[config.mk]
export PLATFORM = sky130hd
export DESIGN_NAME = mvau_out_dwc
export DESIGN_NICKNAME = d
export VERILOG_FILES = /design/src/rtl/mvau_out_dwc.sv
export SDC_FILE = /design/constraint.sdc
export NUM_CORES = 1
export LEC_CHECK = 0
export ABC_AREA = 0
export BUFFER_PORTS_ARGS = -buffer_cell sky130_fd_sc_hd__buf_2
export CORE_MARGIN = 8
export CORE_UTILIZATION = 52
export DETAILED_ROUTE_END_ITERATION = 10
export PLACE_DENSITY = 0.72
export SYNTH_ARGS = -nofsm -noshare
export SYNTH_HDL_FRONTEND = slang
export SYNTH_SLANG_ARGS = --single-unit
[constraint.sdc]
create_clock -name clk -period 5.6 [get_ports clk]
set_input_delay 0.56 -clock clk [delete_from_list [all_inputs] [get_ports clk]]
set_output_delay 0.56 -clock clk [all_outputs]
set_load 0.005 [all_outputs]
[src/rtl/mvau_out_dwc.sv]
// Receives packed PE-lane result words, buffers them in a small FIFO and
// serialises them into a one-element-per-beat valid/ready stream with per-pixel last marking.
module mvau_out_dwc #(
   parameter int PE         = 2,
   parameter int TDstI      = 16,
   parameter int MatrixH    = 16,
   parameter int FIFO_DEPTH = 4
) (
   input  logic                  clk,
   input  logic                  rst_n,
   input  logic                  in_v,
   input  logic [PE*TDstI-1:0]   in_data,
   output logic                  out_v,
   input  logic                  out_rdy,
   output logic [TDstI-1:0]      out_data,
   output logic                  out_last,
   output logic                  ovf
);

   localparam int AW = $clog2(FIFO_DEPTH);
   localparam int CW = AW + 1;
   localparam int LW = (PE > 1) ? $clog2(PE) : 1;
   localparam int HW = (MatrixH > 1) ? $clog2(MatrixH) : 1;

   localparam logic [CW-1:0] C_FULL      = CW'(FIFO_DEPTH);
   localparam logic [LW-1:0] C_LANE_LAST = LW'(PE - 1);
   localparam logic [HW-1:0] C_CH_LAST   = HW'(MatrixH - 1);

   logic [PE*TDstI-1:0] r_mem [FIFO_DEPTH];
   logic [AW-1:0]       r_wr_ptr;
   logic [AW-1:0]       r_rd_ptr;
   logic [CW-1:0]       r_count;
   logic [LW-1:0]       r_lane;
   logic [HW-1:0]       r_ch;
   logic                r_ovf;

   logic                w_out_v;
   logic                w_beat;
   logic                w_pop;
   logic                w_full;
   logic                w_wr;
   logic                w_drop;
   logic [PE*TDstI-1:0] w_head;
   logic [TDstI-1:0]    w_elem;

   assign w_out_v = (r_count != '0);
   assign w_full  = (r_count == C_FULL);
   assign w_beat  = w_out_v && out_rdy;
   assign w_pop   = w_beat && (r_lane == C_LANE_LAST);
   // A pop in the same cycle frees the slot, so a write at full is still accepted.
   assign w_wr    = in_v && (!w_full || w_pop);
   assign w_drop  = in_v && w_full && !w_pop;

   // Storage needs no reset: occupancy gates every read.
   always_ff @(posedge clk) begin
      if (w_wr) begin
         r_mem[r_wr_ptr] <= in_data;
      end
   end

   always_ff @(posedge clk or negedge rst_n) begin
      if (!rst_n) begin
         r_wr_ptr <= '0;
         r_rd_ptr <= '0;
         r_count  <= '0;
      end else begin
         if (w_wr) begin
            r_wr_ptr <= r_wr_ptr + AW'(1);
         end
         if (w_pop) begin
            r_rd_ptr <= r_rd_ptr + AW'(1);
         end
         case ({w_wr, w_pop})
            2'b10:   r_count <= r_count + CW'(1);
            2'b01:   r_count <= r_count - CW'(1);
            default: r_count <= r_count;
         endcase
      end
   end

   always_ff @(posedge clk or negedge rst_n) begin
      if (!rst_n) begin
         r_lane <= '0;
         r_ch   <= '0;
      end else if (w_beat) begin
         if (r_lane == C_LANE_LAST) begin
            r_lane <= '0;
         end else begin
            r_lane <= r_lane + LW'(1);
         end
         if (r_ch == C_CH_LAST) begin
            r_ch <= '0;
         end else begin
            r_ch <= r_ch + HW'(1);
         end
      end
   end

   always_ff @(posedge clk or negedge rst_n) begin
      if (!rst_n) begin
         r_ovf <= 1'b0;
      end else if (w_drop) begin
         r_ovf <= 1'b1;
      end
   end

   // Lane 0 occupies the most significant slice of the packed word.
   always_comb begin
      w_head = r_mem[r_rd_ptr];
      w_elem = '0;
      for (int k = 0; k < PE; k++) begin
         if (r_lane == LW'(k)) begin
            w_elem = w_head[(PE-1-k)*TDstI +: TDstI];
         end
      end
   end

   assign out_v    = w_out_v;
   assign out_data = w_out_v ? w_elem : '0;
   assign out_last = w_out_v && (r_ch == C_CH_LAST);
   assign ovf      = r_ovf;

endmodule

## Word level (Yosys, flattened, before mapping)

Memory sizes are Yosys's and may differ from the RTL's.
Index checks and enable logic that the tools add are counted.

- Bits in writable memories: 128
- Flip-flop bits (word level): 13
- Memories kept: 1
- Input bits: 36
- Logic and storage cells: 35
- Output and inout port bits: 19

- Equality and inequality tests: 4
- Reduce and logical (&&, ||, !) cells: 11
- Muxes and demuxes: 7
- Add/subtract/negate cells: 6

Memory list:

| memory | depth | width | read ports | clocked after memory_dff | wr ports | RTL line | text |
|---|---|---|---|---|---|---|---|
| r_mem | 4 | 32 | 1 | 0 | 1 | 29 | `logic [PE*TDstI-1:0] r_mem [FIFO_DEPTH];` |

Operators with widths:

| operator | number |
|---|---|
| 2-to-1 mux 16 bit | 2 |
| logical AND 1 bit | 6 |
| one-hot mux 3 bit (2 select lines) | 1 |
| adder 2 x 1 -> 2 bit, second input constant | 2 |
| adder 4 x 1 -> 4 bit, second input constant | 1 |
| == test 4 bit, second input constant | 1 |
| 2-to-1 mux 4 bit | 1 |
| adder 3 x 1 -> 3 bit, second input constant | 1 |
| == test 3 bit, second input constant | 1 |
| 2-to-1 mux 1 bit | 3 |
| nonzero test 3 bit | 1 |
| subtractor 3 x 1 -> 3 bit, second input constant | 1 |
| == test 2 x 1 -> 1 bit, second input constant | 1 |
| == test 2 bit, second input constant | 1 |
| logical NOT 1 bit | 2 |
| nonzero test 2 bit | 1 |
| adder 1 bit, second input constant | 1 |
| logical OR 1 bit | 1 |

## Logic depth before layout (Yosys ltp)

- Depth after elaboration: 7
- Mapped depth: 9
- Mapped depth without buffers: 9

## Worst setup path before layout

No wires, ideal clock.

- Path kind: input -> register
- From: input out_rdy
- To: memory r_mem[0][0] in the netlist's numbering, enable pin
- Data arrival time: 1.856 ns
- Stages: 3
- Library setup time: 0.392 ns
- Setup slack: 3.352 ns
- Path buffers: 0
- Data required time: 5.208 ns
- Cell sequence: nand2_1 > a31oi_1 > and2_1

- Word-level cells in the longest chain between the ends: 6

RTL lines:

| what | RTL line | text |
|---|---|---|
| start: declaration | 14 | `input logic out_rdy,` |
| logical AND 1 bit | 48 | `assign w_beat = w_out_v && out_rdy;` |
| logical AND 1 bit | 49 | `assign w_pop = w_beat && (r_lane == C_LANE_LAST);` |
| logical OR 1 bit | 51 | `assign w_wr = in_v && (!w_full \|\| w_pop);` |
| logical AND 1 bit | 51 |  |
| 2-to-1 mux 1 bit | 56 | `if (w_wr) begin` |
| 2-to-1 mux 1 bit (implied by the code) | 57 | `r_mem[r_wr_ptr] <= in_data;` |
| end: declaration | 29 |  |

Every way passes these cells.

## Worst setup path after layout

- From: register r_rd_ptr[0]
- To: output out_data[1]

- Word-level cells in the longest chain between the ends: 3

RTL lines:

| what | RTL line | text |
|---|---|---|
| start: declaration | 31 | `logic [AW-1:0] r_rd_ptr;` |
| start signal: assignment | 71 | `r_rd_ptr <= r_rd_ptr + AW'(1);` |
| memory (4 x 32 bit) | n/a |  |
| 2-to-1 mux 16 bit | 112 | `if (r_lane == LW'(k)) begin` |
| 2-to-1 mux 16 bit | 119 | `assign out_data = w_out_v ? w_elem : '0;` |
| end: declaration | 15 | `output logic [TDstI-1:0] out_data,` |

Every way passes these cells.

==> results.json <==
{
  "run_status": "complete, no violations",
  "drt-pass1-iter-count": 4,
  "start_util_pct": 52.4,
  "layout.nets": 359,
  "drc_errors": 0,
  "grt_pass1_wl_um": 15600,
  "placed_cells_incl_taps": 436,
  "cts_root_buffer": "clkbuf_8",
  "die_w_um": 120,
  "port_buffers": 54,
  "critPathMaxStageDelay_ns": 1.05,
  "peakVddDrop_v": 0.000317,
  "final_hold_viol_count": 0,
  "fin_skew_ns": 0.00997,
  "setup_tns_ns": 0,
  "die_y_um": 120,
  "drv_cap": 0,
  "yosysTopAreaCellShare_pct": 68.9,
  "crit_path_start_kind": "flip-flop",
  "async_flop_share_pct": 9.22,
  "rows": 38,
  "cp_max_fo": 34,
  "cts_resized": 0,
  "htreeDepth": 4,
  "synth_top_area_cell": "edfxtp_1",
  "path_class": "flip-flop to output pin",
  "via_per_inst": 5.60,
  "hold_start": "in_data[27]",
  "fin_crit_sh_pct": 56.6,
  "grt_pass1_vias": 2910,
  "ys_types": 30,
  "area_growth_pct": 17.2,
  "synth_edf_count": 128,
  "tritoncts": "built",
  "hold_end": "r_mem[0][27]$_DFFE_PP_",
  "grt_overflow": 0,
  "cts_hold_buf": 1,
  "reg2reg_to": "r_mem[0][12]$_DFFE_PP_",
  "r2r-start": "r_count[0]$_DFFE_PN0P_",
  "ant_nets": 0,
  "core_mm2": 0.0107,
  "slew_headroom_pct": 31.0,
  "leakage_nw": 2.36,
  "wl_per_cell_um": 21.1,
  "clockBufferDepth": 2,
  "hold_path_depth": 1,
  "synth_nets": 294,
  "rsz0062_at_grt": "false",
  "pin_count": 55,
  "p_per_area_mw_per_mm2": 556,
  "cts_setup_buffers": 0,
  "synth_ff_type": "edfxtp_1",
  "grt_usage_pct": 14.7,
  "stdcell_count": 468,
  "required_ns": 5.04,
  "dieArea_mm2": 0.0143,
  "hpwl_um": 5800,
  "wl_um": 9870,
  "path_cells": "mux4_1, a22o_1, buf_2",
  "slew_viol_final": 0,
  "grt_antenna_before_repair": 0,
  "setup_viol": 0,
  "synth_seq_cells": 141,
  "synth_area_leaders": "edfxtp_1, mux4_1, mux4_2",
  "clock_latency_ns": 0.52,
  "syn_inst": 251,
  "grt_max_degree": 35,
  "yosysWarnings": 0,
  "initialDrtViolationCount": 134,
  "report.power.total_w": 0.00363,
  "rrSetupSlack_ns": 3.26,
  "tightest_slew_ns": 1.03,
  "cts_buffers": 17,
  "hp-class": "input pin to flip-flop",
  "syn_area_mm2": 0.00558,
  "diodes": 0,
  "max_freq_mhz": 315,
  "vias": 2622,
  "min_period_ns": 3.17,
  "cp.arrival_ns": 2.61,
  "gp_congestion": 0.725,
  "cts_num_sinks": 141,
  "worstRegToRegCells": 3,
  "cts.clk_slew.worst_paths_ns": 0.06,
  "slowest_stage": "dfrtp_2",
  "ys_seq_area_share_pct": 74.8,
  "avgSynthCellArea_um2": 22.2,
  "cp-end-kind": "output pin",
  "fillCellCount": 744,
  "layout-drive-gt1-share_pct": 34.1
}
cell usage after synthesis, types with 2 or more instances:
cell / n
a22o_1: 16
ha_1: 6
mux4_2: 17
mux2_2: 3
buf_6: 4
xnor2_1: 5
dfrtp_1: 13
nand2_1: 4
inv_1: 7
mux4_1: 15
xor2_1: 3
and2_1: 4
nand3_1: 2
edfxtp_1: 128
buf_12: 2
a31oi_1: 2
nor2_1: 4
buf_2: 4
routing by layer:
layer  GRT usage [%]  up-vias  wire length, um
met5               0        -                0
met3            4.74       16              630
met4            6.87        0              174
met2            25.8       75             5090
li1                -     1184                -
met1            15.8     1347             3980
cell type report:
cell class | count | area [um^2] | area share [%]
sequential | 141 | 4170 | 63.8
timing repair buffer | 57 | 295 | 4.52
multi-input combinational | 91 | 1270 | 19.5
clock buffer | 19 | 422 | 6.45
inverter | 8 | 30.0 | 0.459
clock inverter | 12 | 171 | 2.62
tap | 140 | 175 | 2.68
cells in the final DEF (no fill, tap or decap), drive strengths merged:
master,synthesis,final
a21oi,1,1
a22o,16,16
a31oi,2,2
a41o,1,1
and2,5,5
buf,10,56
bufinv,0,4
clkbuf,1,19
clkinv,0,6
clkinvlp,0,2
dfrtp,13,13
dlygate4sd3,0,1
edfxtp,128,128
fa,1,1
ha,6,6
inv,8,8
mux2,3,3
mux2i,1,1
mux4,32,32
nand2,4,4
nand3,2,2
nor2,4,4
nor3,1,1
o21ai,1,1
o311a,1,1
o311ai,1,1
o31ai,1,1
xnor2,5,5
xor2,3,3
flip-flops by register name, summed over array words and instances (netlist names):
signal    count
r_ch          4
ovf           1
r_wr_ptr      2
r_mem       128
r_rd_ptr      2
r_lane        1
r_count       3
worst max-delay path: cells and delay by family (launching register included):
kind / cells / cell delay [ns]
flops: 1 / 1.05
compound gates: 1 / 0.24
buf+inv: 1 / 0.12
mux: 1 / 0.68
how the worst max path moves through the flow:
stage | end | startpoint
after floorplan | r_mem[0][0]$_DFFE_PP_ | out_rdy
after global placement | out_data[2] | r_rd_ptr[0]$_DFFE_PN0P_
after detailed placement | out_data[9] | r_rd_ptr[0]$_DFFE_PN0P_
after CTS | out_data[1] | r_rd_ptr[0]$_DFFE_PN0P_
after global routing | out_data[1] | r_rd_ptr[0]$_DFFE_PN0P_
final | out_data[1] | r_rd_ptr[0]$_DFFE_PN0P_
power by group:
part	internal, W	total [W]	switching (W)	leakage [nW]
logic	0.000493	0.000935	0.000441	0.748
registers	0.00141	0.00158	0.000173	1.32
clock network	0.000717	0.00111	0.000397	0.285
metrics by stage:
| stage | area [um^2] | hold slack (ns) | setup slack, ns | utilization, % |
|---|---|---|---|---|
| finish | 6540 | 0.259 | 2.43 | 61.4 |
| global route | 6540 | 0.244 | 2.27 | 61.4 |
| CTS | 6540 | 0.240 | 2.36 | 61.4 |
| detailed placement | 5930 | 0.452 | 2.93 | 55.7 |
| global placement | 5930 | 0.448 | 2.91 | 55.7 |
| floorplan | 5580 | 0.264 | 3.35 | - |
logic make-up (layout without fill, tap and decap cells):
group           count (synthesis)  count (layout)  share of synthesized area [%]
flops                         141             141                           74.8
mux                            36              36                           14.7
compound gates                 24              24                           3.57
buf+inv                        19              96                           2.49
simple gates                   16              16                           1.50
xor+xnor                        8               8                           1.26
fa+ha+maj                       7               7                           1.71
No activity file was read; power rests on OpenSTA's default activity.
